$ cat config.mk
export PLATFORM = sky130hd
export DESIGN_NAME = seq_multiplier_flat
export DESIGN_NICKNAME = d
export VERILOG_FILES = /design/src/rtl/seq_multiplier_if.sv /design/src/rtl/seq_multiplier.sv /design/src/flat_wrapper.sv
export SDC_FILE = /design/constraint.sdc
export NUM_CORES = 1
export LEC_CHECK = 0
export CAP_MARGIN = 40
export CORE_UTILIZATION = 40
export CTS_CLUSTER_SIZE = 16
export DETAILED_ROUTE_END_ITERATION = 16
export PLACE_DENSITY = 0.62
export SYNTH_ARGS = -nofsm -noshare
export SYNTH_HDL_FRONTEND = slang
export SYNTH_SLANG_ARGS = --single-unit
$ cat constraint.sdc
create_clock -name clk -period 9.7 [get_ports clk]
set_clock_uncertainty 0.15 [all_clocks]
set_input_delay 0.97 -clock clk [delete_from_list [all_inputs] [get_ports clk]]
set_output_delay 0.97 -clock clk [all_outputs]
set_load 0.005 [all_outputs]
$ cat src/rtl/seq_multiplier_if.sv
`default_nettype none
// ============================================================================
//  Module   : seq_multiplier_if
//  Brief    : Operand/result handshake bundle for seq_multiplier.
//             acc_en is present only when MULT_ACC_EN is defined.
//  Revision : 1.0  initial release
// ============================================================================
interface seq_multiplier_if #(
    parameter int a0_width  = 8,
    parameter int a1_width  = 8,
    parameter int out_width = 16
);
    logic                 in_valid;
    logic                 in_ready;
    logic [a0_width-1:0]  a0;
    logic [a1_width-1:0]  a1;
    logic                 is_signed;
`ifdef MULT_ACC_EN
    logic                 acc_en;
`endif
    logic                 out_valid;
    logic                 out_ready;
    logic [out_width-1:0] product;

    // Operand source / result sink side
    modport master (
`ifdef MULT_ACC_EN
        output acc_en,
`endif
        output in_valid, a0, a1, is_signed, out_ready,
        input  in_ready, out_valid, product
    );

    // Multiplier side
    modport slave (
`ifdef MULT_ACC_EN
        input  acc_en,
`endif
        input  in_valid, a0, a1, is_signed, out_ready,
        output in_ready, out_valid, product
    );
endinterface
`default_nettype wire

$ cat src/rtl/seq_multiplier.sv
`default_nettype none
// ============================================================================
//  Module   : seq_multiplier
//  Brief    : Multi-cycle shift-add multiplier, one multiplier bit per cycle,
//             signed/unsigned per operation, valid/ready on both sides.
//             Optional accumulator enabled by the MULT_ACC_EN macro.
//  Revision : 1.0  initial release
// ============================================================================
module seq_multiplier #(
`ifdef MULT_ACC_EN
    parameter int acc_guard = 8,
`endif
    parameter int a0_width = 8,
    parameter int a1_width = 8
) (
    input  wire              clk,
    input  wire              rst,
    seq_multiplier_if.slave  bus
);
    localparam int product_width = a0_width + a1_width;
    localparam int c_cnt_w       = $clog2(a1_width + 1);
    localparam logic [c_cnt_w-1:0] c_cnt_init = c_cnt_w'(a1_width);

    typedef enum logic [1:0] {
        S_IDLE = 2'd0,
        S_BUSY = 2'd1,
        S_DONE = 2'd2
    } state_t;

    state_t                   r_state;
    state_t                   w_next;
    logic                     w_in_ready;
    logic                     w_out_valid;
    logic                     w_accept;

    logic [c_cnt_w-1:0]       r_cnt;
    logic [product_width-1:0] r_mcand;   // extended multiplicand, shifted left per iteration
    logic [a1_width-1:0]      r_mplier;  // multiplier, shifted right so bit 0 is current
    logic [product_width-1:0] r_sum;
    logic                     r_signed;

    assign w_accept = (r_state == S_IDLE) && bus.in_valid;

    // State register
    always_ff @(posedge clk) begin
        if (rst) begin
            r_state <= S_IDLE;
        end else begin
            r_state <= w_next;
        end
    end

    // Next-state and handshake decode; both handshake outputs depend on state only
    always_comb begin
        w_next      = r_state;
        w_in_ready  = 1'b0;
        w_out_valid = 1'b0;
        case (r_state)
            S_IDLE: begin
                w_in_ready = 1'b1;
                if (bus.in_valid) begin
                    w_next = S_BUSY;
                end
            end
            S_BUSY: begin
                if (r_cnt == '0) begin
                    w_next = S_DONE;
                end
            end
            S_DONE: begin
                w_out_valid = 1'b1;
                if (bus.out_ready) begin
                    w_next = S_IDLE;
                end
            end
            default: begin
                w_next = S_IDLE;
            end
        endcase
    end

    assign bus.in_ready  = w_in_ready;
    assign bus.out_valid = w_out_valid;

    // Operand capture and one shift-add step per BUSY cycle; the MSB step
    // (counter at 1) subtracts in signed mode to give it weight -2^(w-1)
    always_ff @(posedge clk) begin
        if (rst) begin
            r_cnt    <= '0;
            r_mcand  <= '0;
            r_mplier <= '0;
            r_sum    <= '0;
            r_signed <= 1'b0;
        end else if (w_accept) begin
            r_mcand  <= bus.is_signed
                        ? {{a1_width{bus.a0[a0_width-1]}}, bus.a0}
                        : {{a1_width{1'b0}}, bus.a0};
            r_mplier <= bus.a1;
            r_sum    <= '0;
            r_cnt    <= c_cnt_init;
            r_signed <= bus.is_signed;
        end else if ((r_state == S_BUSY) && (r_cnt != '0)) begin
            if (r_mplier[0]) begin
                if (r_signed && (r_cnt == c_cnt_w'(1))) begin
                    r_sum <= r_sum - r_mcand;
                end else begin
                    r_sum <= r_sum + r_mcand;
                end
            end
            r_mcand  <= r_mcand << 1;
            r_mplier <= r_mplier >> 1;
            r_cnt    <= r_cnt - c_cnt_w'(1);
        end
    end

`ifdef MULT_ACC_EN
    localparam int c_acc_w = product_width + acc_guard;

    logic               r_acc_en;
    logic [c_acc_w-1:0] r_acc;
    logic [c_acc_w-1:0] w_ext;

    assign w_ext = r_signed ? {{acc_guard{r_sum[product_width-1]}}, r_sum}
                            : {{acc_guard{1'b0}}, r_sum};

    // Accumulator updates once, on the BUSY-to-DONE transition; wraps silently
    always_ff @(posedge clk) begin
        if (rst) begin
            r_acc    <= '0;
            r_acc_en <= 1'b0;
        end else if (w_accept) begin
            r_acc_en <= bus.acc_en;
        end else if ((r_state == S_BUSY) && (r_cnt == '0)) begin
            r_acc <= r_acc_en ? (r_acc + w_ext) : w_ext;
        end
    end

    assign bus.product = r_acc;
`else
    logic [product_width-1:0] r_prod;

    // Result register, loaded on the BUSY-to-DONE transition and held otherwise
    always_ff @(posedge clk) begin
        if (rst) begin
            r_prod <= '0;
        end else if ((r_state == S_BUSY) && (r_cnt == '0)) begin
            r_prod <= r_sum;
        end
    end

    assign bus.product = r_prod;
`endif

endmodule
`default_nettype wire

$ cat src/flat_wrapper.sv
// flat-port wrapper written by rule: the top's interface ports become plain ports
module seq_multiplier_flat 
#(

    parameter int a0_width = 8,
    parameter int a1_width = 8
)
  (clk, rst, bus_in_valid, bus_a0, bus_a1, bus_is_signed, bus_out_ready, bus_in_ready, bus_out_valid, bus_product);
  seq_multiplier_if #(.a0_width(a0_width), .a1_width(a1_width), .out_width((((8) + (8)) + (0)))) bus_i ();
  input  wire clk;
  input  wire rst;
  input wire logic [$bits(bus_i.in_valid)-1:0] bus_in_valid;
  input wire logic [$bits(bus_i.a0)-1:0] bus_a0;
  input wire logic [$bits(bus_i.a1)-1:0] bus_a1;
  input wire logic [$bits(bus_i.is_signed)-1:0] bus_is_signed;
  input wire logic [$bits(bus_i.out_ready)-1:0] bus_out_ready;
  output wire logic [$bits(bus_i.in_ready)-1:0] bus_in_ready;
  output wire logic [$bits(bus_i.out_valid)-1:0] bus_out_valid;
  output wire logic [$bits(bus_i.product)-1:0] bus_product;
  assign bus_i.in_valid = bus_in_valid;
  assign bus_i.a0 = bus_a0;
  assign bus_i.a1 = bus_a1;
  assign bus_i.is_signed = bus_is_signed;
  assign bus_i.out_ready = bus_out_ready;
  assign bus_in_ready = bus_i.in_ready;
  assign bus_out_valid = bus_i.out_valid;
  assign bus_product = bus_i.product;
  seq_multiplier #(.a0_width(a0_width), .a1_width(a1_width)) u_core (.clk(clk), .rst(rst), .bus(bus_i));
endmodule
Word-level counts from Yosys, hierarchy flattened. Index checks and enable logic that the tools add are counted.

Bits in latches: 0. Bits in writable memories: 0. Memories: 0. Input bits: 21. Bits in read-only memories: 0. Flip-flop bits (word level): 63.

Shifts and indexed selects: 0. Multiplexer cells: 14. Multipliers: 0. Add/subtract/negate cells: 3. Bitwise logic cells: 0. Equality and inequality tests: 6. Reductions and logical operators: 11. Divide/modulo/power cells: 0. Magnitude comparators: 0.

Operators by type and width (count): $mux W16 (4); $add A16 B16 Y16 (1); $mux W8 (2); $sub A16 B16 Y16 (1); $mux W4 (2); $mux W2 (3); $ne A2 B2 Y1 const B (3); $pmux W2 S3 (1); $eq A4 B1 Y1 const B (1); $logic_and A1 B1 Y1 (4); $logic_not A4 Y1 (1); $reduce_bool A4 Y1 (1); $sub A4 B1 Y4 const B (1); $reduce_and A3 Y1 (1); $eq A2 B1 Y1 const B (1); $eq A2 B2 Y1 const B (1); $logic_not A2 Y1 (1); $mux W1 (2); $reduce_and A2 Y1 (1); $reduce_bool A2 Y1 (1); $reduce_or A2 Y1 (1).

Longest topological paths before layout. Gate-level depths: netlist of the first run.

Depth in word-level cells: 4. Gate-level depth with buffers: 15. Mapped depth without buffers: 15.

Worst setup path before layout of the first run. Ideal clock, no wire load.

Path type: flip-flop to flip-flop. Start: register u_core.r_mcand[0]. End: register u_core.r_sum[15]. Cell stages (with the launch flop): 14. Data arrival time: 3267 ps. Library setup time: 62 ps. Clock period less this slack: 3479 ps. Setup slack: 6221 ps. Path through: dfxtp_1 -> inv_1 -> ha_1 -> nand2_1 -> or4_1 -> o41ai_2 -> nand2_1 -> xnor2_1 -> ha_1 -> a21o_1 -> a211o_1 -> o31ai_2 -> mux4_2 -> nand3_1.

Word-level cells in the longest chain between the ends: 2. Elaborated cells between the ends (all ways): 3. Those cells by class: 2 x add/sub; 1 x mux.

Ends and longest elaborated chain: start: declaration (RTL line seq_multiplier.sv:37) `logic [product_width-1:0] r_mcand;`; start signal: assignment (RTL line seq_multiplier.sv:95) `r_mcand <= bus.is_signed`; start signal: assignment (RTL line seq_multiplier.sv:110) `r_mcand <= r_mcand << 1;`; $add A16 B16 Y16 or $sub A16 B16 Y16 (tied branches) (RTL line seq_multiplier.sv:107, seq_multiplier.sv:105); $mux W16 * (RTL line seq_multiplier.sv:104) `if (r_signed && (r_cnt == c_cnt_w'(1))) begin`; end signal: assignment (RTL line seq_multiplier.sv:105) `r_sum <= r_sum - r_mcand;`; end signal: assignment (RTL line seq_multiplier.sv:107) `r_sum <= r_sum + r_mcand;`; end: declaration (RTL line seq_multiplier.sv:39) `logic [product_width-1:0] r_sum;`.

Every way passes the cells marked *; elsewhere a longest branch is shown, timed or not. A chain may end at the register's enable or synchronous reset.

Worst setup path in the final report of the first run. Same ends and word-level chain as after synthesis.

==> impl_summary.txt, run 1 <==
----------------------------------------------------
[Outcome]
  Run status ... finished, final reports clean

[Critical path]
  CP startpoint ... u_core.r_mcand[0]
  Critical Path Fanout Max ... 6
  R2R depth ... 13
  Worst setup endpoint ... u_core.r_sum[15]
  Crit end category ... register
  Data arrival time at the worst-slack endpoint ... slightly below 4 ns
  R2R Path Start ... u_core.r_mcand[0]
  Worst setup slack for register-to-register paths ... 5.90 ns
  Kind of start point of the critical path ... register
  Crit Path Class ... register to register
  End of the worst register-to-register path ... u_core.r_sum[15]
  Required time worst endpoint ... 9.83 ns

[Clock network]
  Cts bufs inserted ... 9
  Worst skew pair latency ... around 0.34 ns
  Post-CTS Setup Repair Bufs ... 0
  CTS root buf ... clkbuf_8
  Bufs on Longest Clock Path ... 2
  TritonCTS clock tree ... done
  CTS sink count ... 63
  Hold-fix buffers, CTS ... 0
  Clock transition at path regs ... 0.06 ns
  CTS HTree Levels ... 3
  CTS-repair resized insts ... 0

[Yosys]
  Share of the synthesized area in the top cell type ... 36.5%
  Number of synthesized flops with an enable pin ... 0
  Library cells used by synthesis ... 51
  Largest cells by area after synthesis ... dfxtp_1 36%, nand2_1 8.7%, ha_1 6.9%
  Synth Cell Area ... 3460 µm²
  Post-synthesis cell type with the largest combined area ... dfxtp_1
  Most repeated cell in the gate-level netlist after synthesis ... nand2_1
  Share of flip-flops with an asynchronous set or reset after synthesis ... 0%
  Post-synthesis instance total ... 430
  Commonest cells in the netlist ... 80 x nand2_1, 63 x dfxtp_1, 46 x nor2_1
  Flip-flop and latch count after synthesis ... 63
  Post-synthesis net count ... around 470
  Most common flop cell mapped by yosys ... dfxtp_1
  Register area share after synthesis ... 36.5%
  Average cell area after synthesis ... 8.04 µm²
  Warning count from the yosys run ... 0

[Hold path]
  Min-delay worst type ... register to register
  Hold_sp ... u_core.bus.product[9]

[STA]
  Number of endpoints with negative hold slack in the final report ... 0
  Post-route minimum period ... 3.80 ns
  Fmax ... 263 MHz
  Final period util ... between 30 and 40%
  Slew Limit Headroom ... approximately half
  Min Hold Slack ... 0.302 ns
  Total Neg Setup Slack ... 0 ns
  Number of pins with negative max-slew slack in the final report ... 0
  RSZ-0062 raised after global routing ... no
  Slew at the pin with the worst max-slew slack ... 0.728 ns
  Number of setup violations in the final report ... 0

[Place]
  Port Buf Inserts ... 38
  Routability-driven placement congestion ratio ... 0.861
  HPWL after DPL ... 5.66 mm

[Cells and area]
  Filler Cells Inserted ... 809
  Number of antenna diodes ... 0
  Multi-input combinational cell area ... approximately 2100 µm²
  Growth of design area from synthesis to finish ... 17.9%
  Sequential cell area ... 1260 µm²
  Final nets ... 503
  Share of layout cells above drive strength 1 ... 5.82%

[Route]
  Number of remaining DRC errors ... 0
  Via count ... 3,048
  DR pass1 iterations ... 4
  Number of vias per cell ... 5.36
  First DRT Iteration DRCs ... approximately 110
  Final WL ... about 7.9 mm
  Detail Route Antenna Nets ... 0
  Routed wirelength normalized by instance count ... around 14 µm

[GRT]
  Total GRT Usage ... 19.3%
  Remaining global-route overflow ... 0
  Maximum number of pins on one net before global-route repair ... between 40 and 50
  Number of global-route vias before repair ... 2,889
  Global-route wire length before repair ... 13.5 mm
  Number of antenna violations at the first check in global routing ... 0

[Power]
  Power density relative to cell area ... 166 nW/µm²
  Leakage power of the design ... 1.53 nW
  VDD IR-drop max ... 0.0780 mV

[Floorplanning]
  Die width ... ~95 µm
  Row count ... 33
  Std-Cell Core Area ... between 8000 and 9000 µm²
  DIE HEIGHT ... around 95 µm
  Number of top-level pins ... 39
  Overall die area ... 9020 µm²
  Initial cell density of the core ... 41.7%

[Flow run]
  Max-cap violation count ... 0

----------------------------------------------------
==> worst min path at each step <==
stage,depth (start not counted),to
after floorplan,2,u_core.r_signed
after global placement,2,u_core.bus.product[4]
after detailed placement,2,u_core.bus.product[5]
after CTS,2,u_core.bus.product[5]
after global routing,2,u_core.bus.product[8]
final,2,u_core.bus.product[9]
==> worst max-delay path, stage by stage (launching register included) <==
cell	delay (ns)
dfxtp_1	0.35
inv_1	0.12
ha_1	0.18
nand2_1	0.08
or4_1	0.45
o41ai_2	0.37
nand2_1	0.12
xnor2_1	0.15
ha_1	0.37
a21o_1	0.20
a211o_1	0.30
o31ai_2	0.28
mux4_2	0.54
nand3_1	0.08
==> where the power goes <==
group | internal (W) | total (W) | leakage (nW) | switching [W]
registers | 0.000274 | 0.000291 | 0.514 | 0.0000162
logic | 0.0000755 | 0.000182 | 0.930 | 0.000106
clock network | 0.000109 | 0.000205 | 0.0902 | 0.0000962
total | 0.000459 | 0.000678 | 1.53 | 0.000219
==> metal layers <==
| layer | GRT usage [%] | share of wire [%] |
|---|---|---|
| met1 | 25.2 | 51 |
| met2 | 30.5 | 44 |
| met3 | 4.67 | 3.5 |
| met4 | 7.58 | 2.0 |
| met5 | 0 | 0 |
==> per-stage QoR <==
step                      total power (W)  utilization [%]  area, µm²  worst slack (ns)  std cells
after floorplan                  0.000431                -       3460              6.22        430
after global placement           0.000473             47.1       3910              6.04        556
after detailed placement         0.000477             47.1       3910              5.94        556
after CTS                        0.000683             49.1       4080              5.92        569
after global routing             0.000721             49.1       4080              5.65        569
final                            0.000678             49.1       4080              5.90        569
==> kinds of logic after synthesis <==
| group | after synthesis | synth area share (%) |
|---|---|---|
| simple gates | 175 | 22.6 |
| fa+ha+maj | 20 | 7.45 |
| xor+xnor | 24 | 6.08 |
| flops | 63 | 36.5 |
| compound gates | 107 | 20.8 |
| buf+inv | 33 | 3.87 |
| mux | 8 | 2.68 |
==> layout by cell type, fill, tap and decap left out, types with 2 or more instances in the layout <==
cell type / netlist / final
xnor2_1: 16 / 16
o21ai_1: 3 / 3
and3_1: 3 / 3
nor2b_1: 2 / 2
buf_4: 0 / 3
nand3_1: 7 / 7
a221oi_1: 6 / 6
a21oi_1: 38 / 38
nand2b_1: 10 / 10
mux2i_1: 7 / 7
o31ai_1: 3 / 3
nor4_1: 4 / 4
o21ai_0: 11 / 11
a31oi_1: 2 / 2
a311oi_1: 8 / 8
nor3_1: 7 / 7
and2_1: 5 / 5
ha_1: 19 / 19
clkbuf_8: 0 / 12
nor2_2: 2 / 2
xor2_1: 8 / 8
or3_1: 2 / 2
dfxtp_1: 63 / 63
inv_1: 13 / 13
nand2_1: 80 / 80
clkdlybuf4s50_1: 0 / 38
a211oi_1: 17 / 17
nor2_1: 46 / 46
a21o_1: 3 / 3
a22o_1: 4 / 4
a21boi_0: 2 / 2
==> final cells by class <==
| cell class | count | area share, % |
|---|---|---|
| clock buffer | 12 | 4.05 |
| clock inverter | 1 | 0.123 |
| inverter | 13 | 1.20 |
| multi-input combinational | 334 | 50.6 |
| sequential | 63 | 30.9 |
| tap | 105 | 3.22 |
| timing repair buffer | 41 | 9.88 |
==> sequential cells by signal (all words and copies together), names as in the netlist <==
register            cells
u_core.r_mplier         8
u_core.r_cnt            4
u_core.r_mcand         16
u_core.r_state          2
u_core.r_sum           16
u_core.r_signed         1
u_core.bus.product     16
Power figures use the tool's default switching activity.
==> inputs of run 2 (changes only) <==
Clock period 9.7 ns to 3.75 ns, I/O delays scaled along.
==> impl_summary.txt, run 2 (synthesis gave the netlist of run 1 again) <==
----------------------------------------------------
[Route]
  First DRT Iteration DRCs ... 98
  Number of vias per cell ... around 5.3
  Via count ... 3,060
  Final WL ... 8.10 mm
  Detail Route Antenna Nets ... 0
  Number of remaining DRC errors ... 0
  DR pass1 iterations ... 5
  Routed wirelength normalized by instance count ... 14.1 µm

[STA]
  Post-route minimum period ... about 3.6 ns
  Min Hold Slack ... around 0.30 ns
  RSZ-0062 raised after global routing ... yes
  Fmax ... ~280 MHz
  Slew Limit Headroom ... 50.4%
  Number of pins with negative max-slew slack in the final report ... 0
  Number of setup violations in the final report ... 0
  Slew at the pin with the worst max-slew slack ... 0.741 ns
  Final period util ... 96.9%
  Number of endpoints with negative hold slack in the final report ... 0

[Clock network]
  Worst skew pair latency ... 0.35 ns
  TritonCTS clock tree ... done
  CTS root buf ... clkbuf_8
  Bufs on Longest Clock Path ... 2
  Cts bufs inserted ... 9
  Hold-fix buffers, CTS ... 0
  Clock transition at path regs ... 0.07 ns
  CTS sink count ... 63
  CTS HTree Levels ... 3

[GRT]
  Number of global-route vias before repair ... 2,929
  Most used routing layer in global routing ... met2
  Maximum number of pins on one net before global-route repair ... 46
  Met2 capacity usage during global routing ... 32.1%
  Remaining global-route overflow ... 0
  GR Layer Usage met3 ... 4.43%
  Global-route wire length before repair ... 13.8 mm
  Total GRT Usage ... 20.0%
  Met1 track demand over resource in global routing ... 25.9%
  Number of antenna violations at the first check in global routing ... 0

[Outcome]
  Run status ... finished, final reports clean

[Place]
  HPWL after DPL ... 5.62 mm
  Port Buf Inserts ... 38
  Dpl cells ... 558
  Routability-driven placement congestion ratio ... ~0.9

[Critical path]
  Crit end category ... register
  Cell at the slowest stage of the critical path ... mux4_2
  Required time worst endpoint ... a little under 4 ns
  Data arrival time at the worst-slack endpoint ... roughly 3.8 ns
  Kind of cell with the highest combined delay on the critical path ... compound AO/OA/AOI/OAI gates
  Kind of start point of the critical path ... register
  Number of buffer and inverter instances along the worst setup path ... 1
  Ordered cell list for the critical path ... inv_2, ha_1, nand2_1, or4_4, o41ai_4, nand2_1, xnor2_1, ha_1, a21o_1, a211o_1, o31ai_4, mux4_2, nand3_1
  Critical Path Fanout Max ... 5
  Highest cell delay on the worst timing path ... 0.53 ns
  Crit Path Class ... register to register

[Power]
  Relative contribution of combinational cells to total power ... approximately 28%
  Relative contribution of sequential cells to total power ... 42.9%
  Leakage power of the design ... 1.55 nW
  Net Sw Frac ... 32.5%
  Switch Pwr ... 0.000571 W
  Power density relative to cell area ... 426 nW/µm²
  VDD IR-drop max ... 0.193 mV
  Part of the total power dissipated in the clock network ... 29.4%
  Internal power ... 0.00119 W

[Floorplanning]
  Initial cell density of the core ... 41.7%
  Overall die area ... roughly 9000 µm²
  DIE HEIGHT ... 95.0 µm
  Die width ... ~95 µm
  Number of top-level pins ... 39
  Std-Cell Core Area ... 8300 µm²
  Row count ... 33

[Cells and area]
  Most used cells in the layout excluding fill and tap cells ... 80 x nand2_1, 61 x dfxtp_1, 46 x nor2_1
  Share of layout cells above drive strength 1 ... 7.46%
  Leading cell type in the layout, fill and taps excluded ... nand2_1
  Number of antenna diodes ... 0
  Final Non-Filler Cells ... 574
  Growth of design area from synthesis to finish ... 19.4%
  Final nets ... between 500 and 600

[Flow run]
  Max-cap violation count ... 0

[Hold path]
  Min-delay worst type ... register to register

----------------------------------------------------
-- run 2: layout make-up --
cell class | instances | area [µm²]
fillers | 815 | 4170
flip-flops and latches | 63 | 1260
inverters | 13 | 48.8
multi-input cells | 334 | 2090
well taps | 105 | 131
clock buffers | 13 | 159
repair buffers | 45 | 433
clock inverters | 1 | 5.00
-- run 2: timing repair --
action	CTS	global route
gates resized for setup	0	9
endpoints found under the setup margin	0	1
buffers inserted	0	2
-- run 2: through the flow --
step	setup slack (ns)	power (W)	util, %	TNS (ns)	instance area [µm²]
6_report	0.118	0.00176	49.7	0	4130
5_1_grt	-0.0375	0.00186	49.7	-0.0375	4130
3_5_place_dp	0.0785	0.00124	47.3	0	3920
4_1_cts	0.0673	0.00176	49.2	0	4090
3_3_place_gp	0.177	0.00123	47.3	0	3920
2_1_floorplan	0.271	0.00112	-	0	3460
-- run 2: per-layer routing --
layer  share of wire (%)  vias up
li1                    -     1581
met1                  49     1395
met2                  45       72
met3                 4.2       12
met5                   0        -
met4                 1.7        0
-- run 2: power by group through the flow --
stage / logic [W] / clock network [W] / registers [W]
global placement: 0.000467 / 0 / 0.000764
detailed placement: 0.000473 / 0 / 0.000765
floorplan: 0.000360 / 0 / 0.000756
finish: 0.000488 / 0.000516 / 0.000753
CTS: 0.000478 / 0.000531 / 0.000750
global route: 0.000543 / 0.000561 / 0.000760
-- run 2: worst paths after layout --
kind	slack, ns	cells after the start	endpoint	start
max	0.12	13	u_core.r_sum[15]	u_core.r_mcand[0]
max reg2reg	0.12	13	u_core.r_sum[15]	u_core.r_mcand[0]
min	0.30	2	u_core.bus.product[11]	u_core.bus.product[11]
min reg2reg	0.30	2	u_core.bus.product[11]	u_core.bus.product[11]
-- run 2: worst register-to-register path: cells and delay by family, from the launching register on --
kind	cells	cell delay, ns
AOI/OAI and AO/OA	4	1.10
xor gates and xnor gates	1	0.14
and+or+nand+nor	4	0.72
DFF	1	0.35
buffers and inverters	1	0.07
muxes	1	0.53
adders and majority gates	2	0.52
==> inputs of run 3 (changes only) <==
Clock period 3.75 ns to 4 ns, I/O delays scaled along.
==> impl_summary.txt, run 3 (synthesis gave the netlist of run 1 again) <==
----------------------------------------------------
[Clock network]
  TritonCTS clock tree ... done
  Hold-fix buffers, CTS ... 0
  Bufs on Longest Clock Path ... 2
  CTS-repair resized insts ... 0
  Cts bufs inserted ... 9
  CTS sink count ... 63
  CTS root buf ... clkbuf_8
  CTS HTree Levels ... 3
  Worst skew pair latency ... between 0.3 and 0.4 ns
  Post-CTS Setup Repair Bufs ... 0
  Clock transition at path regs ... roughly 0.07 ns

[GRT]
  Remaining global-route overflow ... 0
  Number of global-route vias before repair ... 2,893
  Maximum number of pins on one net before global-route repair ... between 40 and 50
  Total GRT Usage ... 19.2%
  Number of antenna violations at the first check in global routing ... 0
  Global-route wire length before repair ... 13.2 mm

[STA]
  Fmax ... between 200 and 300 MHz
  Slew at the pin with the worst max-slew slack ... 0.730 ns
  Slew Limit Headroom ... between 50% and 60%
  Total Neg Setup Slack ... 0 ns
  Post-route minimum period ... 3.77 ns
  Final period util ... 94.3%
  RSZ-0062 raised after global routing ... no
  Worst setup slack after layout ... 0.227 ns
  Number of endpoints with negative hold slack in the final report ... 0
  Min Hold Slack ... ~0.30 ns
  Number of pins with negative max-slew slack in the final report ... 0
  Number of setup violations in the final report ... 0

[Floorplanning]
  Row count ... 33
  DIE HEIGHT ... between 90 and 100 µm
  Initial cell density of the core ... 41.7%
  Std-Cell Core Area ... 8300 µm²
  Number of top-level pins ... 39
  Die width ... 95.0 µm
  Overall die area ... 9020 µm²

[Critical path]
  Required time worst endpoint ... 4.14 ns
  Crit end category ... register
  Critical Path Fanout Max ... 6
  Crit Path Class ... register to register
  Number of buffer and inverter instances along the worst setup path ... 1
  Highest cell delay on the worst timing path ... 0.55 ns
  Kind of start point of the critical path ... register
  Kind of cell with the highest combined delay on the critical path ... compound AO/OA/AOI/OAI gates
  Cell at the slowest stage of the critical path ... mux4_2
  Data arrival time at the worst-slack endpoint ... 3.91 ns
  Ordered cell list for the critical path ... inv_1, ha_1, nand2_1, or4_1, o41ai_2, nand2_1, xnor2_1, ha_1, a21o_1, a211o_1, o31ai_2, mux4_2, nand3_1

[Cells and area]
  Number of antenna diodes ... 0
  Most used cells in the layout excluding fill and tap cells ... 80 x nand2_1, 63 x dfxtp_1, 46 x nor2_1
  Final nets ... 503
  Share of layout cells above drive strength 1 ... 6.42%
  Growth of design area from synthesis to finish ... 18.3%
  Filler Cells Inserted ... 796
  Leading cell type in the layout, fill and taps excluded ... nand2_1

[Route]
  Number of remaining DRC errors ... 0
  First DRT Iteration DRCs ... 110
  Number of vias per cell ... approximately 5.3
  DR pass1 iterations ... 4
  Via count ... 3,012
  Detail Route Antenna Nets ... 0
  Routed wirelength normalized by instance count ... 13.8 µm
  Final WL ... 7.92 mm

[Flow run]
  Max-cap violation count ... 0

[Place]
  Placement Setup Slack ... 0.248 ns
  Port Buf Inserts ... 38
  HPWL after DPL ... 5.65 mm
  Routability-driven placement congestion ratio ... 0.872

[Power]
  VDD IR-drop max ... 0.200 mV
  Leakage power of the design ... 1.53 nW
  Power density relative to cell area ... 402 nW/µm²

[Outcome]
  Run status ... finished, final reports clean

[Hold path]
  Min-delay worst type ... register to register

----------------------------------------------------
## run 3: cell count changes in the layout (fill, tap and decap cells not counted), moves of 2 or more
cell	previous run	this run
clkbuf_1	2	0
buf_4	7	3
inv_1	11	13
clkinvlp_4	0	3
o21ai_0	9	11
inv_2	2	0
o21ai_1	5	3
dfxtp_2	2	0
dfxtp_1	61	63
## run 3: worst register-to-register path, stage by stage, from the launching register on
cell and delay (ns):
dfxtp_1 0.35, inv_1 0.11, ha_1 0.18, nand2_1 0.08, or4_1 0.45, o41ai_2 0.36
nand2_1 0.11, xnor2_1 0.14, ha_1 0.37, a21o_1 0.21, a211o_1 0.30, o31ai_2 0.28
mux4_2 0.55, nand3_1 0.07
## run 3: layout make-up
class	instances	area, µm²	area share [%]
flip-flops and latches	63	1260	30.8
clock buffers	11	151	3.70
well taps	105	131	3.21
inverters	13	48.8	1.19
clock inverters	5	32.5	0.795
multi-input cells	334	2060	50.4
repair buffers	41	403	9.85
## run 3: path summary, 6_finish.rpt
check                                            from                     to  slack, ns  cells past startpoint
worst max-delay path                u_core.r_mcand[0]       u_core.r_sum[15]       0.23                     13
worst min-delay path            u_core.bus.product[5]  u_core.bus.product[5]       0.30                      2
worst max register to register      u_core.r_mcand[0]       u_core.r_sum[15]       0.23                     13
worst min register to register  u_core.bus.product[5]  u_core.bus.product[5]       0.30                      2
## run 3: per-stage QoR
step	utilization (%)	total power, W	cells	cell area (µm²)
3_5_place_dp	47.1	0.00116	556	3910
5_1_grt	49.3	0.00175	572	4090
6_report	49.3	0.00165	572	4090
2_1_floorplan	-	0.00105	430	3460
3_3_place_gp	47.1	0.00115	556	3910
4_1_cts	49.3	0.00166	572	4090
## run 3: where the power goes
| group | internal (W) | switching, W | leakage, nW | total, W |
|---|---|---|---|---|
| Clock | 0.000256 | 0.000248 | 0.0873 | 0.000504 |
| Combinational | 0.000183 | 0.000253 | 0.930 | 0.000436 |
| Sequential | 0.000665 | 0.0000401 | 0.514 | 0.000705 |
## run 3: metal layers
metal / GRT usage, % / part of all wire [%] / vias up
met5: 0 / 0 / -
met4: 5.56 / 1.3 / 0
met3: 5.23 / 3.1 / 7
met2: 32.3 / 45 / 49
met1: 23.8 / 50 / 1383
li1: - / - / 1573
